`src/rtl/display_framebuffer_writer_pkg.sv`:
```
// ---------------------------------------------------------------------------
// display_framebuffer_writer_pkg
// Shared DmaStreamEngine (DSE) definitions plus local widths and the writer
// FSM state type. The DSE opcode/mux constants and header layout are shared
// with the display framebuffer reader.
// No ports (package).
// ---------------------------------------------------------------------------
package display_framebuffer_writer_pkg;

   // DSE command header opcodes and stream mux selects
   localparam logic [1:0] DSE_OP_MEM_READ  = 2'h1;
   localparam logic [1:0] DSE_OP_MEM_WRITE = 2'h2;
   localparam logic [1:0] DSE_MUX_ST0      = 2'h3;

   // Header layout: [31:30] opcode, [29:28] stream mux, [27:0] byte length
   localparam int DSE_HDR_LEN_W = 28;

   localparam int DISPLAY_STREAM_WIDTH = 16;
   localparam int STREAM_WIDTH         = 32;
   localparam int ADDR_WIDTH           = 32;

   typedef enum logic [1:0] {
      ST_IDLE = 2'd0,
      ST_HDR  = 2'd1,
      ST_ADDR = 2'd2,
      ST_DATA = 2'd3
   } fbw_state_e;

   function automatic logic [STREAM_WIDTH-1:0] dse_header(
      input logic [1:0]               op,
      input logic [1:0]               mux,
      input logic [DSE_HDR_LEN_W-1:0] len_bytes
   );
      return {op, mux, len_bytes};
   endfunction

endpackage

```
`src/rtl/display_framebuffer_writer_if.sv`:
```
// ---------------------------------------------------------------------------
// display_framebuffer_writer_if
// AXI-Stream style bundle used for both the RGB565 pixel input (DW=16) and
// the DSE st0 output (DW=32).
// Signals: tvalid, tready, tlast, tuser, tdata[DW-1:0]
// Modports: master (drives valid/last/user/data), slave (drives ready).
// ---------------------------------------------------------------------------
interface display_framebuffer_writer_if #(
   parameter int DW = 32
) ();
   logic          tvalid;
   logic          tready;
   logic          tlast;
   logic          tuser;
   logic [DW-1:0] tdata;

   modport master (output tvalid, output tlast, output tuser, output tdata, input  tready);
   modport slave  (input  tvalid, input  tlast, input  tuser, input  tdata, output tready);
endinterface

```
`src/rtl/display_framebuffer_writer_fb_pixel_packer.sv`:
```
// ---------------------------------------------------------------------------
// display_framebuffer_writer_fb_pixel_packer
// Packs 16 bit pixels into 32 bit beats (even pixel low half, odd pixel high
// half), counts beats so the frame length is always exact, flags tlast on the
// final beat and pads with zero pixels after a short frame.
// Optional feature macro: FB_WRITER_SOF_SYNC_EN (discard pixels until the
// first one with tuser=1; a later tuser=1 is handled as a short frame).
// Ports:
//   aclk, rst         clock, asynchronous active-high reset
//   en_i              high while the writer is in its DATA phase; low clears
//   pix_*_i/o         pixel stream slave side
//   beat_*_i/o        packed beat master side
//   short_o           pulse: frame ended early (pad started)
//   done_o            pulse: final beat handshaken
// ---------------------------------------------------------------------------
module display_framebuffer_writer_fb_pixel_packer
   import display_framebuffer_writer_pkg::*;
#(
   parameter int unsigned NUM_BEATS = 4
) (
   input  logic                            aclk,
   input  logic                            rst,
   input  logic                            en_i,
   input  logic                            pix_valid_i,
   output logic                            pix_ready_o,
   input  logic                            pix_last_i,
   input  logic                            pix_user_i,
   input  logic [DISPLAY_STREAM_WIDTH-1:0] pix_data_i,
   input  logic                            beat_ready_i,
   output logic                            beat_valid_o,
   output logic                            beat_last_o,
   output logic [STREAM_WIDTH-1:0]         beat_data_o,
   output logic                            short_o,
   output logic                            done_o
);

   localparam int CW = $clog2(NUM_BEATS + 1);
   localparam logic [CW-1:0] LAST_BEAT = CW'(NUM_BEATS - 1);
   localparam logic [CW-1:0] ALL_BEATS = CW'(NUM_BEATS);

   logic [CW-1:0]                   beat_cnt_q;   // beats formed so far
   logic                            have_low_q;   // skid: even pixel waiting for its pair
   logic [DISPLAY_STREAM_WIDTH-1:0] low_q;
   logic                            out_valid_q;
   logic                            out_last_q;
   logic [STREAM_WIDTH-1:0]         out_data_q;
   logic                            pad_q;

   logic                            room;
   logic                            more;
   logic                            take_ok;
   logic                            pix_hs;
   logic                            synced;
   logic                            sof_start;
   logic                            mid_sof;
   logic                            src_step;
   logic                            pad_step;
   logic                            step;
   logic                            final_pix;
   logic [DISPLAY_STREAM_WIDTH-1:0] step_data;
   logic                            beat_hs;

   // Room for one more pixel: low slot free, or the beat register free to
   // take the pair. Depends on registers only, so tready has no path from
   // the downstream tready.
   assign room    = !have_low_q || !out_valid_q;
   assign more    = (beat_cnt_q != ALL_BEATS);
   assign take_ok = en_i && room && more && !pad_q;
   assign pix_hs  = pix_valid_i && pix_ready_o;

`ifdef FB_WRITER_SOF_SYNC_EN
   logic synced_q;

   assign synced    = synced_q;
   assign sof_start = pix_hs && !synced_q && pix_user_i;
   assign mid_sof   = pix_hs && synced_q && pix_user_i;

   always_ff @(posedge aclk or posedge rst) begin
      if (rst) begin
         synced_q <= 1'b0;
      end else if (!en_i) begin
         synced_q <= 1'b0;
      end else if (sof_start) begin
         synced_q <= 1'b1;
      end
   end
`else
   logic unused_tuser;

   assign unused_tuser = pix_user_i;
   assign synced       = 1'b1;
   assign sof_start    = 1'b0;
   assign mid_sof      = 1'b0;
`endif

   // Before sync every offered pixel is swallowed (hunting for SOF)
   assign pix_ready_o = en_i && (take_ok || !synced);

   assign src_step  = (pix_hs && synced && !mid_sof) || sof_start;
   assign pad_step  = en_i && pad_q && room && more;
   assign step      = src_step || pad_step;
   assign step_data = pad_q ? '0 : pix_data_i;
   assign final_pix = have_low_q && (beat_cnt_q == LAST_BEAT);

   assign short_o   = (src_step && pix_last_i && !final_pix) || mid_sof;
   assign beat_hs   = out_valid_q && beat_ready_i;
   assign done_o    = beat_hs && out_last_q;

   assign beat_valid_o = out_valid_q;
   assign beat_last_o  = out_last_q;
   assign beat_data_o  = out_data_q;

   always_ff @(posedge aclk or posedge rst) begin
      if (rst) begin
         beat_cnt_q  <= '0;
         have_low_q  <= 1'b0;
         low_q       <= '0;
         out_valid_q <= 1'b0;
         out_last_q  <= 1'b0;
         out_data_q  <= '0;
         pad_q       <= 1'b0;
      end else if (!en_i) begin
         beat_cnt_q  <= '0;
         have_low_q  <= 1'b0;
         low_q       <= '0;
         out_valid_q <= 1'b0;
         out_last_q  <= 1'b0;
         out_data_q  <= '0;
         pad_q       <= 1'b0;
      end else begin
         if (beat_hs) begin
            out_valid_q <= 1'b0;
            out_last_q  <= 1'b0;
         end
         // A pair only completes when the beat register is empty, so a load
         // and a handshake never coincide and stalled data is never touched.
         if (step) begin
            if (!have_low_q) begin
               low_q      <= step_data;
               have_low_q <= 1'b1;
            end else begin
               out_data_q  <= {step_data, low_q};
               out_valid_q <= 1'b1;
               out_last_q  <= (beat_cnt_q == LAST_BEAT);
               beat_cnt_q  <= beat_cnt_q + CW'(1);
               have_low_q  <= 1'b0;
            end
         end
         if (short_o) begin
            pad_q <= 1'b1;
         end
      end
   end

endmodule

```
`src/rtl/display_framebuffer_writer.sv`:
```
// ---------------------------------------------------------------------------
// display_framebuffer_writer
// Captures one RGB565 frame into memory through the DSE st0 slave: sends a
// mem-write header, the framebuffer base address, then packed pixel beats.
// Optional feature macro: FB_WRITER_SOF_SYNC_EN (start-of-frame sync on tuser,
// implemented in the pixel packer).
// Ports:
//   aclk, rst     clock, asynchronous active-high reset
//   capture_fb    request one frame capture (accepted only when idle)
//   fb_addr       framebuffer base, latched on request accept
//   fb_captured   1 = idle / last frame fully handed over
//   frame_err     sticky short-frame flag, cleared on the next request
//   s_pix_axis    16 bit pixel stream (slave)
//   m_dse_axis    32 bit DSE command/data stream (master)
// ---------------------------------------------------------------------------
module display_framebuffer_writer
   import display_framebuffer_writer_pkg::*;
#(
   parameter int unsigned DISPLAY_SIZE_IN_BYTES = 320*480*2
) (
   input  logic                  aclk,
   input  logic                  rst,
   input  logic                  capture_fb,
   input  logic [ADDR_WIDTH-1:0] fb_addr,
   output logic                  fb_captured,
   output logic                  frame_err,
   display_framebuffer_writer_if.slave  s_pix_axis,
   display_framebuffer_writer_if.master m_dse_axis
);

   localparam int unsigned NUM_BEATS = DISPLAY_SIZE_IN_BYTES / 4;
   localparam logic [STREAM_WIDTH-1:0] HDR_WORD =
      dse_header(DSE_OP_MEM_WRITE, DSE_MUX_ST0, DSE_HDR_LEN_W'(DISPLAY_SIZE_IN_BYTES));

   fbw_state_e              state_q;
   logic [ADDR_WIDTH-1:0]   addr_q;
   logic                    hdr_valid_q;
   logic [STREAM_WIDTH-1:0] hdr_data_q;
   logic                    fb_captured_q;
   logic                    frame_err_q;

   logic                    pk_en;
   logic                    pk_valid;
   logic                    pk_last;
   logic [STREAM_WIDTH-1:0] pk_data;
   logic                    pk_short;
   logic                    pk_done;

   assign pk_en = (state_q == ST_DATA);

   display_framebuffer_writer_fb_pixel_packer #(
      .NUM_BEATS (NUM_BEATS)
   ) u_packer (
      .aclk         (aclk),
      .rst          (rst),
      .en_i         (pk_en),
      .pix_valid_i  (s_pix_axis.tvalid),
      .pix_ready_o  (s_pix_axis.tready),
      .pix_last_i   (s_pix_axis.tlast),
      .pix_user_i   (s_pix_axis.tuser),
      .pix_data_i   (s_pix_axis.tdata),
      .beat_ready_i (m_dse_axis.tready),
      .beat_valid_o (pk_valid),
      .beat_last_o  (pk_last),
      .beat_data_o  (pk_data),
      .short_o      (pk_short),
      .done_o       (pk_done)
   );

   // Header/address come from the FSM registers, data beats from the packer
   assign m_dse_axis.tvalid = pk_en ? pk_valid : hdr_valid_q;
   assign m_dse_axis.tdata  = pk_en ? pk_data  : hdr_data_q;
   assign m_dse_axis.tlast  = pk_en && pk_last;
   assign m_dse_axis.tuser  = 1'b0;

   assign fb_captured = fb_captured_q;
   assign frame_err   = frame_err_q;

   always_ff @(posedge aclk or posedge rst) begin
      if (rst) begin
         state_q       <= ST_IDLE;
         addr_q        <= '0;
         hdr_valid_q   <= 1'b0;
         hdr_data_q    <= '0;
         fb_captured_q <= 1'b1;
         frame_err_q   <= 1'b0;
      end else begin
         case (state_q)
            ST_IDLE: begin
               if (capture_fb) begin
                  addr_q        <= fb_addr;
                  fb_captured_q <= 1'b0;
                  frame_err_q   <= 1'b0;
                  hdr_valid_q   <= 1'b1;
                  hdr_data_q    <= HDR_WORD;
                  state_q       <= ST_HDR;
               end
            end
            ST_HDR: begin
               if (m_dse_axis.tready) begin
                  hdr_data_q <= addr_q;
                  state_q    <= ST_ADDR;
               end
            end
            ST_ADDR: begin
               if (m_dse_axis.tready) begin
                  hdr_valid_q <= 1'b0;
                  hdr_data_q  <= '0;
                  state_q     <= ST_DATA;
               end
            end
            ST_DATA: begin
               if (pk_short) begin
                  frame_err_q <= 1'b1;
               end
               if (pk_done) begin
                  fb_captured_q <= 1'b1;
                  state_q       <= ST_IDLE;
               end
            end
            default: state_q <= ST_IDLE;
         endcase
      end
   end

endmodule

```
`src/flat_wrapper.sv`:
```
// flat-port wrapper written by rule: the top's interface ports become plain ports
module display_framebuffer_writer_flat import display_framebuffer_writer_pkg::*;
#(
   parameter int unsigned DISPLAY_SIZE_IN_BYTES = 320*480*2
)
  (aclk, rst, capture_fb, fb_addr, fb_captured, frame_err, s_pix_axis_tvalid, s_pix_axis_tlast, s_pix_axis_tuser, s_pix_axis_tdata, s_pix_axis_tready, m_dse_axis_tvalid, m_dse_axis_tlast, m_dse_axis_tuser, m_dse_axis_tdata, m_dse_axis_tready);
  display_framebuffer_writer_if #(.DW(16)) s_pix_axis_i ();
  display_framebuffer_writer_if #(.DW(32)) m_dse_axis_i ();
  input  logic aclk;
  input  logic rst;
  input  logic capture_fb;
  input  logic [ADDR_WIDTH-1:0] fb_addr;
  output logic fb_captured;
  output logic frame_err;
  input wire logic [$bits(s_pix_axis_i.tvalid)-1:0] s_pix_axis_tvalid;
  input wire logic [$bits(s_pix_axis_i.tlast)-1:0] s_pix_axis_tlast;
  input wire logic [$bits(s_pix_axis_i.tuser)-1:0] s_pix_axis_tuser;
  input wire logic [$bits(s_pix_axis_i.tdata)-1:0] s_pix_axis_tdata;
  output wire logic [$bits(s_pix_axis_i.tready)-1:0] s_pix_axis_tready;
  output wire logic [$bits(m_dse_axis_i.tvalid)-1:0] m_dse_axis_tvalid;
  output wire logic [$bits(m_dse_axis_i.tlast)-1:0] m_dse_axis_tlast;
  output wire logic [$bits(m_dse_axis_i.tuser)-1:0] m_dse_axis_tuser;
  output wire logic [$bits(m_dse_axis_i.tdata)-1:0] m_dse_axis_tdata;
  input wire logic [$bits(m_dse_axis_i.tready)-1:0] m_dse_axis_tready;
  assign s_pix_axis_i.tvalid = s_pix_axis_tvalid;
  assign s_pix_axis_i.tlast = s_pix_axis_tlast;
  assign s_pix_axis_i.tuser = s_pix_axis_tuser;
  assign s_pix_axis_i.tdata = s_pix_axis_tdata;
  assign s_pix_axis_tready = s_pix_axis_i.tready;
  assign m_dse_axis_tvalid = m_dse_axis_i.tvalid;
  assign m_dse_axis_tlast = m_dse_axis_i.tlast;
  assign m_dse_axis_tuser = m_dse_axis_i.tuser;
  assign m_dse_axis_tdata = m_dse_axis_i.tdata;
  assign m_dse_axis_i.tready = m_dse_axis_tready;
  display_framebuffer_writer #(.DISPLAY_SIZE_IN_BYTES(DISPLAY_SIZE_IN_BYTES)) u_core (.aclk(aclk), .rst(rst), .capture_fb(capture_fb), .fb_addr(fb_addr), .fb_captured(fb_captured), .frame_err(frame_err), .s_pix_axis(s_pix_axis_i), .m_dse_axis(m_dse_axis_i));
endmodule
```
`config.mk`:
```
export PLATFORM = sky130hd
export DESIGN_NAME = display_framebuffer_writer_flat
export DESIGN_NICKNAME = d
export VERILOG_FILES = /design/src/rtl/display_framebuffer_writer_pkg.sv /design/src/rtl/display_framebuffer_writer_if.sv /design/src/rtl/display_framebuffer_writer_fb_pixel_packer.sv /design/src/rtl/display_framebuffer_writer.sv /design/src/flat_wrapper.sv
export SDC_FILE = /design/constraint.sdc
export NUM_CORES = 1
export LEC_CHECK = 0
export CAP_MARGIN = 10
export CORE_MARGIN = 2
export CORE_UTILIZATION = 30
export DETAILED_ROUTE_END_ITERATION = 12
export GPL_ROUTABILITY_DRIVEN = 0
export GPL_TIMING_DRIVEN = 1
export PLACE_DENSITY_LB_ADDON = 0.15
export SLEW_MARGIN = 20
export SYNTH_ARGS = -nofsm -noshare
export SYNTH_HDL_FRONTEND = slang
export SYNTH_HIERARCHICAL = 1
export SYNTH_SLANG_ARGS = --single-unit
export TNS_END_PERCENT = 50
```
`constraint.sdc`:
```
create_clock -name aclk -period 6.1 [get_ports aclk]
set_input_delay 0.61 -clock aclk [delete_from_list [all_inputs] [get_ports aclk]]
set_output_delay 0.61 -clock aclk [all_outputs]
set_load 0.1 [all_outputs]
```
======== After elaboration in Yosys (flattened, before gate mapping) ========
Index checks and enable logic that the tools add are counted.
storage, ports and cells
  register bits ........................... 138
  bits in latches ......................... 0
  RAM bits ................................ 0
  ROM bits ................................ 0
  bits of input ports ..................... 55
  word-level logic and storage cells ...... 100
  memories ................................ 0
cells by class
  $add $sub $neg .......................... 1
  multiply operators ...................... 0
  divide/modulo/power cells ............... 0
  order comparisons ....................... 0
  eq/ne operators ......................... 13
  shifts and indexed selects .............. 0
  mux-type cells .......................... 41
  bitwise operators ....................... 0
  reduce and logical (&&, ||, !) cells .... 32
operators with widths
  operator               count
  $mux 32                7
  $pmux 32 s3            1
  $mux 16                4
  $mux 17                3
  $mux 1                 18
  $add 17x1->17 const B  1
  $eq 17x17->1 const B   1
  $ne 17x17->1 const B   1
  $ne 2x2->1 const B     8
  $logic_and 1x1->1      14
  $reduce_and 3->1       3
  $mux 2                 4
  $pmux 2 s4             1
  $reduce_and 4->1       2
  $pmux 1 s2             3
  $reduce_and 2->1       3
  $eq 2x2->1 const B     2
  $logic_not 1->1        4
  $reduce_bool 2->1      2
  $reduce_bool 3->1      1
  $eq 2x1->1 const B     1
  $logic_not 2->1        1
  $logic_or 1x1->1       2

======== Logic depth before layout (Yosys ltp) ========
Gate-level depths: netlist of the first run.
  word-level depth ........................ 11
  mapped depth ............................ 8
  gate-level depth less buffers ........... 8

======== By module ========
The synthesis of the first run kept the hierarchy.
modules (own cells, without submodules)
  module                                      instances  cells each  area each (sq um)  sequential area each (sq um)
  display_framebuffer_writer                  1          256         3465.8             1727.9
  display_framebuffer_writer_fb_pixel_packer  1          315         3438.3             1726.7

======== Worst setup path before layout of the first run ========
No wires, ideal clock.
  kind .................................... reg2out
  from .................................... register u_core.u_packer.beat_cnt_q[0]
  to ...................................... output port s_pix_axis_tready
  arrival ................................. 3.149 ns
  data required time ...................... 5.490 ns
  path slack .............................. 2.341 ns
  stages on the path, launching flop included .. 7
  buffers on the path ..................... 0
  path through ............................ dfrtp_1 inv_1 ha_1 or4b_4 nor4_4 and2_2 nor3_1
between the ends
  word-level cells in the longest chain between the ends .. 4
RTL lines
  what                            RTL line                                           text
  start, declared                 display_framebuffer_writer_fb_pixel_packer.sv:41   logic [CW-1:0] beat_cnt_q;
  start signal, assigned          display_framebuffer_writer_fb_pixel_packer.sv:145  beat_cnt_q <= beat_cnt_q + CW'(1);
  $ne 17x17->1                    display_framebuffer_writer_fb_pixel_packer.sv:67   assign more = (beat_cnt_q != ALL_BEATS);
  $logic_and 1x1->1 (2 in a row)  display_framebuffer_writer_fb_pixel_packer.sv:68   assign take_ok = en_i && room && more && !pad_q;
  $logic_and 1x1->1               display_framebuffer_writer_fb_pixel_packer.sv:97   assign pix_ready_o = en_i && (take_ok || !synced);
  end, declared                   flat_wrapper.sv:19                                 output wire logic [$bits(s_pix_axis_i.tready)-1:0] s_pix_axis_tready;
Every way passes these cells.

======== Final worst setup path of the first run ========
  from .................................... register u_core.state_q[0]
  to ...................................... output port m_dse_axis_tdata[31]
between the ends
  word-level cells in the longest chain between the ends .. 2
RTL lines
  what                    RTL line                           text
  start, declared         display_framebuffer_writer.sv:35   fbw_state_e state_q;
  start signal, assigned  display_framebuffer_writer.sv:81   state_q <= ST_IDLE;
  start signal, assigned  display_framebuffer_writer.sv:96   state_q <= ST_HDR;
  start signal, assigned  display_framebuffer_writer.sv:102  state_q <= ST_ADDR;
  $eq 2x2->1              display_framebuffer_writer.sv:49   assign pk_en = (state_q == ST_DATA);
  via u_core.pk_en        display_framebuffer_writer.sv:42   logic pk_en;
  $mux 32                 display_framebuffer_writer.sv:72   assign m_dse_axis.tdata = pk_en ? pk_data : hdr_data_q;
  end, declared           flat_wrapper.sv:23                 output wire logic [$bits(m_dse_axis_i.tdata)-1:0] m_dse_axis_tdata;
The timed path passes the listed nets, and every way through them passes these cells.

==> flow_metrics.tcl, run 1 <==
set metrics [dict create \
    synthCells 571 \
    clkTransAtPathRegs_ns 0.07 \
    drive_gt1_share_pct 22.14 \
    grt.total_usage_pct 14.41 \
    wl_per_cell_um 17.73 \
    slowest_delay_ns 1.20 \
    fin_skew_ns 0.009154 \
    cts_made_buffers 17 \
    synth.cell_area_um2 6904 \
    clock.fmax_mhz 246.8 \
    place.port_buffers 90 \
    ys.flop_type "dfrtp_1" \
    dp_hpwl_mm 11.69 \
    ctsResizeCount 0 \
    avgSynthCellArea_um2 12.09 \
    crit_type "reg -> out" \
    crit_buf_inv 2 \
    crit_fanout 53 \
    cts_hold_buf 0 \
    hold_ws_ns 0.4976 \
    grt_pass1_vias 4764 \
    r2r-end "u_core/u_packer/beat_data_o[8]$_DFFE_PP0P_" \
    ys_seq_elements 138 \
    tightest_slew_ns 1.026 \
    cts_buffer_depth 2 \
    via_per_inst 4.788 \
    drv_cap 0 \
    firstDrtPassIters 4 \
    cts_tree "built" \
    total_leakage_power_nw 4.072 \
    core_area_um2 22640 \
    worstSetupStartpointType "flip-flop" \
    cpMaxStageDelayCell "clkdlybuf4s50_1" \
    root_buffer "clkbuf_16" \
    ff2ff_path_depth 7 \
    power_density_nw_per_um2 540.9 \
    min_period_ns 4.052 \
    grt_overflow_total 0 \
    max_slew_margin_pct 31.37 \
    crit_family "buffers and inverters" \
    slew_viol_final 0 \
    layout_common_cells "137 x dfrtp_1, 90 x clkdlybuf4s50_1, 71 x nand2_1" \
    vias 4544 \
    drcViolationCount 0 \
    finalNonFillerCells 949 \
    yosys_warnings 6 \
    hold_viol 0 \
    synth_edf_count 0 \
    hold_path_depth 1 \
    start_util_pct 30.49 \
    diodes 0 \
    cp-end-kind "output port" \
    rows 55 \
    rrSetupSlack_ns 3.50 \
    clk_latency_ns 0.42 \
    crit_path_cell_trace "ha_4 -> buf_4 -> nand2_1 -> o21ai_0 -> clkdlybuf4s50_1" \
    cts_max_level 4 \
    syn_nets 634 \
    worstHoldStart "u_core/addr_q[25]$_DFFE_PP0P_" \
    drt_iter0_drc 222 \
    worstReg2RegStart "u_core/u_packer/beat_cnt_q[0]$_DFFE_PP0P_" \
    ios 93 \
    cts.sinks 138 \
    final_common_cell "dfrtp_1" \
    hold_end "u_core/addr_q[25]$_DFFE_PP0P_" \
    syn_to_final_growth_pct 24.50 \
    finalSetupViolCount 0 \
    grt_max_degree 70 \
    yosysSeqAreaShare_pct 50.04 \
    die_y_um 155.7 \
    worst_ep_arrival_time_ns 3.44 \
    die_w_um 155.7 \
    status "completed" \
    synthDistinctLibCells 55 \
    vdd_drop_max_uv 345.9 \
    dieArea_um2 24240 \
    final_antenna_net_count 0 \
    nFillCells 2176 \
    nNetsFinal 714 \
    routed_wl_mm 16.82 \
    hold_class "reg -> reg" \
    postCtsSetupBuffers 0 \
    rsz0062_at_grt "no" \
    grt_pass1_wl_mm 26.91 \
    antenna_found_initial 0 \
    placed_cells 917 \
    tns_ns 0 \
    fin_crit_sh_pct 66.43 \
    synth-async-reset-ratio_pct 100.0 \
    required_ns 5.49 \
]
-- final cells by class --
class                   count  area, µm²  area share (%)
flip-flops and latches    138       3455           40.19
clock inverters            15      193.9           2.256
multi-input cells         379       3144           36.58
well taps                 285      356.6           4.148
inverters                  18      67.56          0.7860
clock buffers              17      425.4           4.949
repair buffers             97      953.4           11.09
-- registers in the layout, indices dropped and copies added (netlist names) --
signal,flops
u_core/u_packer/beat_data_o,32
u_core/fb_captured,1
u_core/hdr_valid_q,1
u_core/u_packer/low_q,16
u_core/u_packer/beat_cnt_q,17
u_core/frame_err,1
u_core/u_packer/pad_q,1
u_core/hdr_data_q,32
u_core/addr_q,32
u_core/u_packer/beat_valid_o,1
u_core/state_q,2
u_core/u_packer/have_low_q,1
u_core/u_packer/beat_last_o,1
-- per-layer routing --
layer	track usage (%)	wire, µm	share of wire [%]
met1	19.97	8239	49
met2	23.24	7999	48
met3	3.083	449	2.7
met4	3.145	136	0.81
met5	0	0	0
-- how the worst max path moves through the flow --
stage / from / endpoint / cells after the start
2_1_floorplan: u_core/u_packer/beat_cnt_q[0]$_DFFE_PP0P_ / s_pix_axis_tready / 6
3_3_place_gp: u_core/state_q[0]$_DFFE_PP0P_ / m_dse_axis_tdata[31] / 5
3_5_place_dp: u_core/state_q[0]$_DFFE_PP0P_ / m_dse_axis_tdata[31] / 5
4_1_cts: u_core/state_q[0]$_DFFE_PP0P_ / m_dse_axis_tdata[31] / 5
5_1_grt: u_core/state_q[0]$_DFFE_PP0P_ / m_dse_axis_tdata[31] / 5
6_report: u_core/state_q[0]$_DFFE_PP0P_ / m_dse_axis_tdata[31] / 5
-- logic make-up (layout without fill, tap and decap cells) --
logic type	count (synthesis)	after routing	share of synthesized area, %
and+or+nand+nor	170	170	13.92
muxes	156	156	25.63
DFF	138	138	50.04
buffers and inverters	54	147	4.603
AOI/OAI and AO/OA	44	44	4.313
adders and majority gates	8	8	1.450
other	1	1	0.05432
-- through the flow --
step	util [%]	power, mW	setup slack (ns)	instance area, µm²
final	37.97	4.649	2.048	8596
after global routing	37.97	4.886	1.854	8596
after CTS	37.97	4.709	2.040	8596
after detailed placement	35.23	3.605	2.506	7976
after global placement	35.23	3.570	2.514	7976
after floorplan	-	3.129	2.341	6904
-- Yosys cell counts, types with 2 or more instances --
| cell | count | area [µm²] |
|---|---|---|
| dfrtp_1 | 137 | 3428 |
| nand2_1 | 71 | 266.5 |
| mux2_2 | 66 | 743.2 |
| mux2i_1 | 65 | 650.6 |
| and3_1 | 28 | 175.2 |
| mux2_4 | 25 | 375.4 |
| a21oi_1 | 21 | 105.1 |
| clkbuf_1 | 17 | 63.81 |
| inv_1 | 17 | 63.81 |
| nand3b_1 | 17 | 127.6 |
| nand2b_1 | 9 | 56.30 |
| ha_1 | 8 | 100.1 |
| nand3_1 | 8 | 40.04 |
| buf_2 | 7 | 35.03 |
| buf_6 | 6 | 67.56 |
| o21ai_0 | 6 | 30.03 |
| nand4_1 | 5 | 31.28 |
| o31ai_1 | 5 | 37.54 |
| buf_12 | 3 | 60.06 |
| nor2_1 | 3 | 11.26 |
| nor3_1 | 3 | 15.01 |
| nor4_1 | 3 | 18.77 |
| or4_1 | 3 | 22.52 |
| a21o_1 | 2 | 15.01 |
| and2_1 | 2 | 12.51 |
| buf_4 | 2 | 15.01 |
| nand4b_1 | 2 | 17.52 |
| nor2b_1 | 2 | 12.51 |
| or3_1 | 2 | 12.51 |
-- worst reg2reg max path, delay by kind of cell (launching register included) --
family | cells | cell delay (ns)
adders and majority gates | 1 | 0.14
AOI/OAI and AO/OA | 1 | 0.20
muxes | 1 | 0.33
and+or+nand+nor | 2 | 0.87
DFF | 1 | 0.44
buffers and inverters | 2 | 0.52
-- where the power goes --
| part | switching, mW | leakage [nW] | internal (mW) |
|---|---|---|---|
| combinational | 1.46 | 1.95 | 0.772 |
| sequential | 0.164 | 1.82 | 1.17 |
| clock | 0.455 | 0.306 | 0.627 |
Note: power is estimated with default switching activity, not from simulation.
==> run 2, diff against run 1 <==
==> constraint.sdc (replaced) <==
create_clock -name aclk -period 4.1 [get_ports aclk]
set_input_delay 0.41 -clock aclk [delete_from_list [all_inputs] [get_ports aclk]]
set_output_delay 0.41 -clock aclk [all_outputs]
set_load 0.1 [all_outputs]
==> flow_metrics.tcl, run 2 (synthesized netlist as in run 1, its figures left out) <==
set metrics [dict create \
    grt_pass1_vias 4712 \
    clock.fmax_mhz 334.6 \
    fin_skew_ns 0.01468 \
    worst_slack_ns 1.112 \
    drt_iter0_drc 280 \
    p_sw_mw 3.076 \
    ios 93 \
    power.total_mw 6.707 \
    cts_made_buffers 17 \
    worstReg2RegStart "u_core/u_packer/beat_cnt_q[0]$_DFFE_PP0P_" \
    nNetsFinal 716 \
    r2r-end "u_core/u_packer/beat_data_o[22]$_DFFE_PP0P_" \
    grt.total_usage_pct 14.42 \
    vdd_drop_max_uv 571.9 \
    postCtsSetupBuffers 0 \
    core_area_um2 22640 \
    nFillCells 2196 \
    cts_hold_buf 0 \
    syn_to_final_growth_pct 22.54 \
    grt_pass1_wl_mm 26.70 \
    cts_tree "built" \
    slowest_delay_ns 0.62 \
    via_per_inst 4.814 \
    wl_per_cell_um 17.82 \
    rows 55 \
    start_util_pct 30.49 \
    slew_viol_final 0 \
    routed_wl_mm 16.94 \
    cp-end-kind "output port" \
    grt_overflow_total 0 \
    multi_input_area_um2 3144 \
    hold_class "in -> async" \
    die_y_um 155.7 \
    clk_latency_ns 0.43 \
    vias 4578 \
    path_common_cell "buf_4" \
    rrSetupSlack_ns 1.54 \
    fin_crit_sh_pct 72.89 \
    tns_ns 0 \
    fin_util_pct 37.37 \
    grt_max_degree 70 \
    finalSetupViolCount 0 \
    dieArea_um2 24240 \
    power_density_nw_per_um2 792.8 \
    antenna_found_initial 0 \
    hold_ws_ns 0.4601 \
    root_buffer "clkbuf_16" \
    final_common_cell "dfrtp_1" \
    crit_path_cell_trace "ha_4 -> buf_4 -> mux2_2 -> buf_4" \
    cts.sinks 138 \
    die_w_um 155.7 \
    comb_power_share_pct 48.9 \
    firstDrtPassIters 4 \
    p_seq_share_pct 29.5 \
    status "completed" \
    tightest_slew_ns 0.9694 \
    crit_fanout 62 \
    place.port_buffers 90 \
    dp_hpwl_mm 11.68 \
    cts_buffer_depth 2 \
    total_leakage_power_nw 4.105 \
    p_clk_share_pct 21.7 \
    swShare_pct 45.87 \
    ctsResizeCount 0 \
    rsz0062_at_grt "no" \
    worst_ep_arrival_time_ns 2.58 \
    crit_type "reg -> out" \
    final_antenna_net_count 0 \
    ff2ff_path_depth 7 \
    diodes 0 \
    register_area_um2 3455 \
    cts_max_level 4 \
    min_period_ns 2.988 \
    worstSetupStartpointType "flip-flop" \
    drive_gt1_share_pct 27.48 \
    place_ws_ns 1.524 \
    required_ns 3.69 \
    intPower_mw 3.631 \
    drcViolationCount 0 \
    clkTransAtPathRegs_ns 0.06 \
    drv_cap 0 \
    max_slew_margin_pct 35.17 \
    layout_common_cells "137 x dfrtp_1, 71 x nand2_1, 66 x mux2_2" \
    hold_viol 0 \
    cpMaxStageDelayCell "ha_4" \
]
-- run 2: final cells by class --
class / count / area share, %
tap: 285 / 4.215
timing repair buffer: 99 / 10.44
multi-input combinational: 379 / 37.16
clock inverter: 15 / 1.523
clock buffer: 17 / 5.028
inverter: 18 / 0.7986
sequential: 138 / 40.83
-- run 2: per-layer routing --
| metal | part of all wire (%) | up-vias | GRT usage (%) | wire [µm] |
|---|---|---|---|---|
| met2 | 48 | 75 | 23.03 | 8135 |
| met1 | 48 | 2306 | 19.77 | 8179 |
| met3 | 3.0 | 9 | 3.167 | 505 |
| met4 | 0.72 | 0 | 4.063 | 122 |
| li1 | - | 2188 | - | - |
| met5 | 0 | - | 0 | 0 |
-- run 2: power by group through the flow --
stage | clock network [mW] | registers [mW] | logic (mW)
CTS | 1.49 | 1.98 | 3.33
floorplan | 0 | 1.91 | 2.74
global route | 1.56 | 2.03 | 3.46
detailed placement | 0 | 2.00 | 3.32
finish | 1.45 | 1.98 | 3.28
global placement | 0 | 1.99 | 3.29
-- run 2: worst max-delay path by stage --
stage	start	to	slack (ns)	cells past startpoint
detailed placement	u_core/state_q[0]$_DFFE_PP0P_	m_dse_axis_tdata[15]	1.52	4
finish	u_core/state_q[0]$_DFFE_PP0P_	m_dse_axis_tdata[16]	1.11	4
floorplan	u_core/u_packer/beat_cnt_q[0]$_DFFE_PP0P_	s_pix_axis_tready	0.54	6
CTS	u_core/state_q[0]$_DFFE_PP0P_	m_dse_axis_tdata[15]	1.07	4
global placement	u_core/state_q[0]$_DFFE_PP0P_	m_dse_axis_tdata[15]	1.56	4
global route	u_core/u_packer/beat_cnt_q[0]$_DFFE_PP0P_	s_pix_axis_tready	0.96	7
-- run 2: metrics by stage --
stage	cells	area (µm²)
final	951	8461
after global routing	951	8461
after CTS	951	8461
after detailed placement	919	7906
after global placement	919	7906
after floorplan	571	6904
-- run 2: worst max-delay path: cells and delay by family, from the launching register on --
family	cells	cell delay [ns]
flip-flops	1	0.46
buffers and inverters	2	0.65
adder cells (fa/ha/maj)	1	0.62
multiplexers	1	0.40
==> run 3, diff against run 2 <==
==> constraint.sdc (replaced) <==
create_clock -name aclk -period 2.8 [get_ports aclk]
set_input_delay 0.28 -clock aclk [delete_from_list [all_inputs] [get_ports aclk]]
set_output_delay 0.28 -clock aclk [all_outputs]
set_load 0.1 [all_outputs]
==> flow_metrics.tcl, run 3 (synthesized netlist as in run 1, its figures left out) <==
set metrics [dict create \
    worstSetupStartpointType "flip-flop" \
    cts_hold_buf 0 \
    grt_busiest_layer "met2" \
    start_util_pct 30.49 \
    cts_max_level 4 \
    grt_overflow_total 0 \
    syn_to_final_growth_pct 28.07 \
    power_density_nw_per_um2 1175 \
    drive_gt1_share_pct 28.83 \
    status "completed" \
    nFillCells 2124 \
    clock.fmax_mhz 378.7 \
    root_buffer "clkbuf_16" \
    antenna_found_initial 0 \
    wl_per_cell_um 17.37 \
    max_slew_margin_pct 50.71 \
    cts_buffer_depth 2 \
    ios 93 \
    routed_wl_mm 16.64 \
    hold_viol 0 \
    fin_skew_ns 0.009129 \
    grt.total_usage_pct 14.23 \
    place.port_buffers 90 \
    drv_cap 0 \
    cp-end-kind "output port" \
    cpMaxStageDelayCell "or4b_4" \
    vias 4557 \
    firstDrtPassIters 4 \
    worst_ep_arrival_time_ns 2.36 \
    nNetsFinal 723 \
    dieArea_um2 24240 \
    grtUsageMet3_pct 3.556 \
    diodes 0 \
    worstReg2RegStart "u_core/u_packer/beat_cnt_q[0]$_DFFE_PP0P_" \
    fin_crit_sh_pct 94.31 \
    rows 55 \
    grt_pass1_vias 4685 \
    die_w_um 155.7 \
    finalNonFillerCells 958 \
    rsz0062_at_grt "no" \
    fin_util_pct 39.06 \
    cp-startpoint "u_core/u_packer/beat_cnt_q[0]$_DFFE_PP0P_" \
    vdd_drop_max_uv 641.3 \
    clk_latency_ns 0.42 \
    crit_type "reg -> out" \
    dp_hpwl_mm 12.02 \
    die_y_um 155.7 \
    required_ns 2.52 \
    core_area_um2 22640 \
    layout_common_cells "137 x dfrtp_1, 71 x nand2_1, 66 x mux2_2" \
    tightest_slew_ns 0.7393 \
    finalSetupViolCount 0 \
    crit_path_cell_trace "inv_1 -> ha_1 -> or4b_4 -> nor4_4 -> and2_2 -> nor3_2 -> buf_12" \
    total_leakage_power_nw 4.248 \
    cts_tree "built" \
    grt_pass1_wl_mm 26.50 \
    crit_family "simple AND/OR/NAND/NOR gates" \
    drt_iter0_drc 267 \
    grt_max_degree 45 \
    clkTransAtPathRegs_ns 0.06 \
    drcViolationCount 0 \
    final_antenna_net_count 0 \
    slowest_delay_ns 0.47 \
    met2_usage_pct 22.50 \
    use_met1_pct 19.32 \
    cts.sinks 138 \
    power.total_mw 10.39 \
    slew_viol_final 0 \
    placed_cells 923 \
    final_common_cell "dfrtp_1" \
    cts_made_buffers 17 \
    min_period_ns 2.641 \
    crit_fanout 6 \
    via_per_inst 4.757 \
    hold_class "in -> async" \
    hold_ws_ns 0.3125 \
    crit_buf_inv 2 \
]
run 3: layout make-up:
| cell class | instances | area (µm²) | share of cell area, % |
|---|---|---|---|
| timing repair buffer | 106 | 1211 | 13.70 |
| clock buffer | 18 | 439.2 | 4.967 |
| tap | 285 | 356.6 | 4.033 |
| clock inverter | 14 | 163.9 | 1.854 |
| multi-input combinational | 379 | 3149 | 35.62 |
| inverter | 18 | 67.56 | 0.7641 |
| sequential | 138 | 3455 | 39.07 |
run 3: final timing paths:
kind                                                          endpoint  slack, ns  depth (start not counted)
max                                                  s_pix_axis_tready       0.16                          7
min                         u_core/u_packer/beat_data_o[1]$_DFFE_PP0P_       0.31                          2
max reg2reg                u_core/u_packer/beat_data_o[14]$_DFFE_PP0P_       0.42                          8
min reg2reg                               u_core/addr_q[1]$_DFFE_PP0P_       0.50                          1
max in group asynchronous                u_core/addr_q[18]$_DFFE_PP0P_       1.80                          3
min in group aclk                        u_core/addr_q[16]$_DFFE_PP0P_       0.47                          2
run 3: what timing repair did:
item | 4_1_cts | 5_1_grt
gates resized for setup | 0 | 0
endpoints found under the setup margin | 0 | 1
setup buffers | 0 | 3
run 3: layer usage:
layer  wire length (µm)  part of all wire (%)
met5                  0                     0
met3                488                   2.9
met1               7909                    48
met4                225                   1.4
met2               8013                    48
run 3: stage by stage:
stage	setup TNS, ns	cell area, µm²	setup slack, ns
after global routing	0	8842	0.01425
after floorplan	-1.204	6909	-0.6020
after CTS	0	8820	0.05231
final	0	8842	0.1594
after detailed placement	0	8217	0.4735
after global placement	0	8202	0.4993
run 3: power breakdown:
part           switching [mW]  internal [mW]
Combinational            3.27           1.98
Clock                   0.910           1.36
Sequential              0.332           2.55
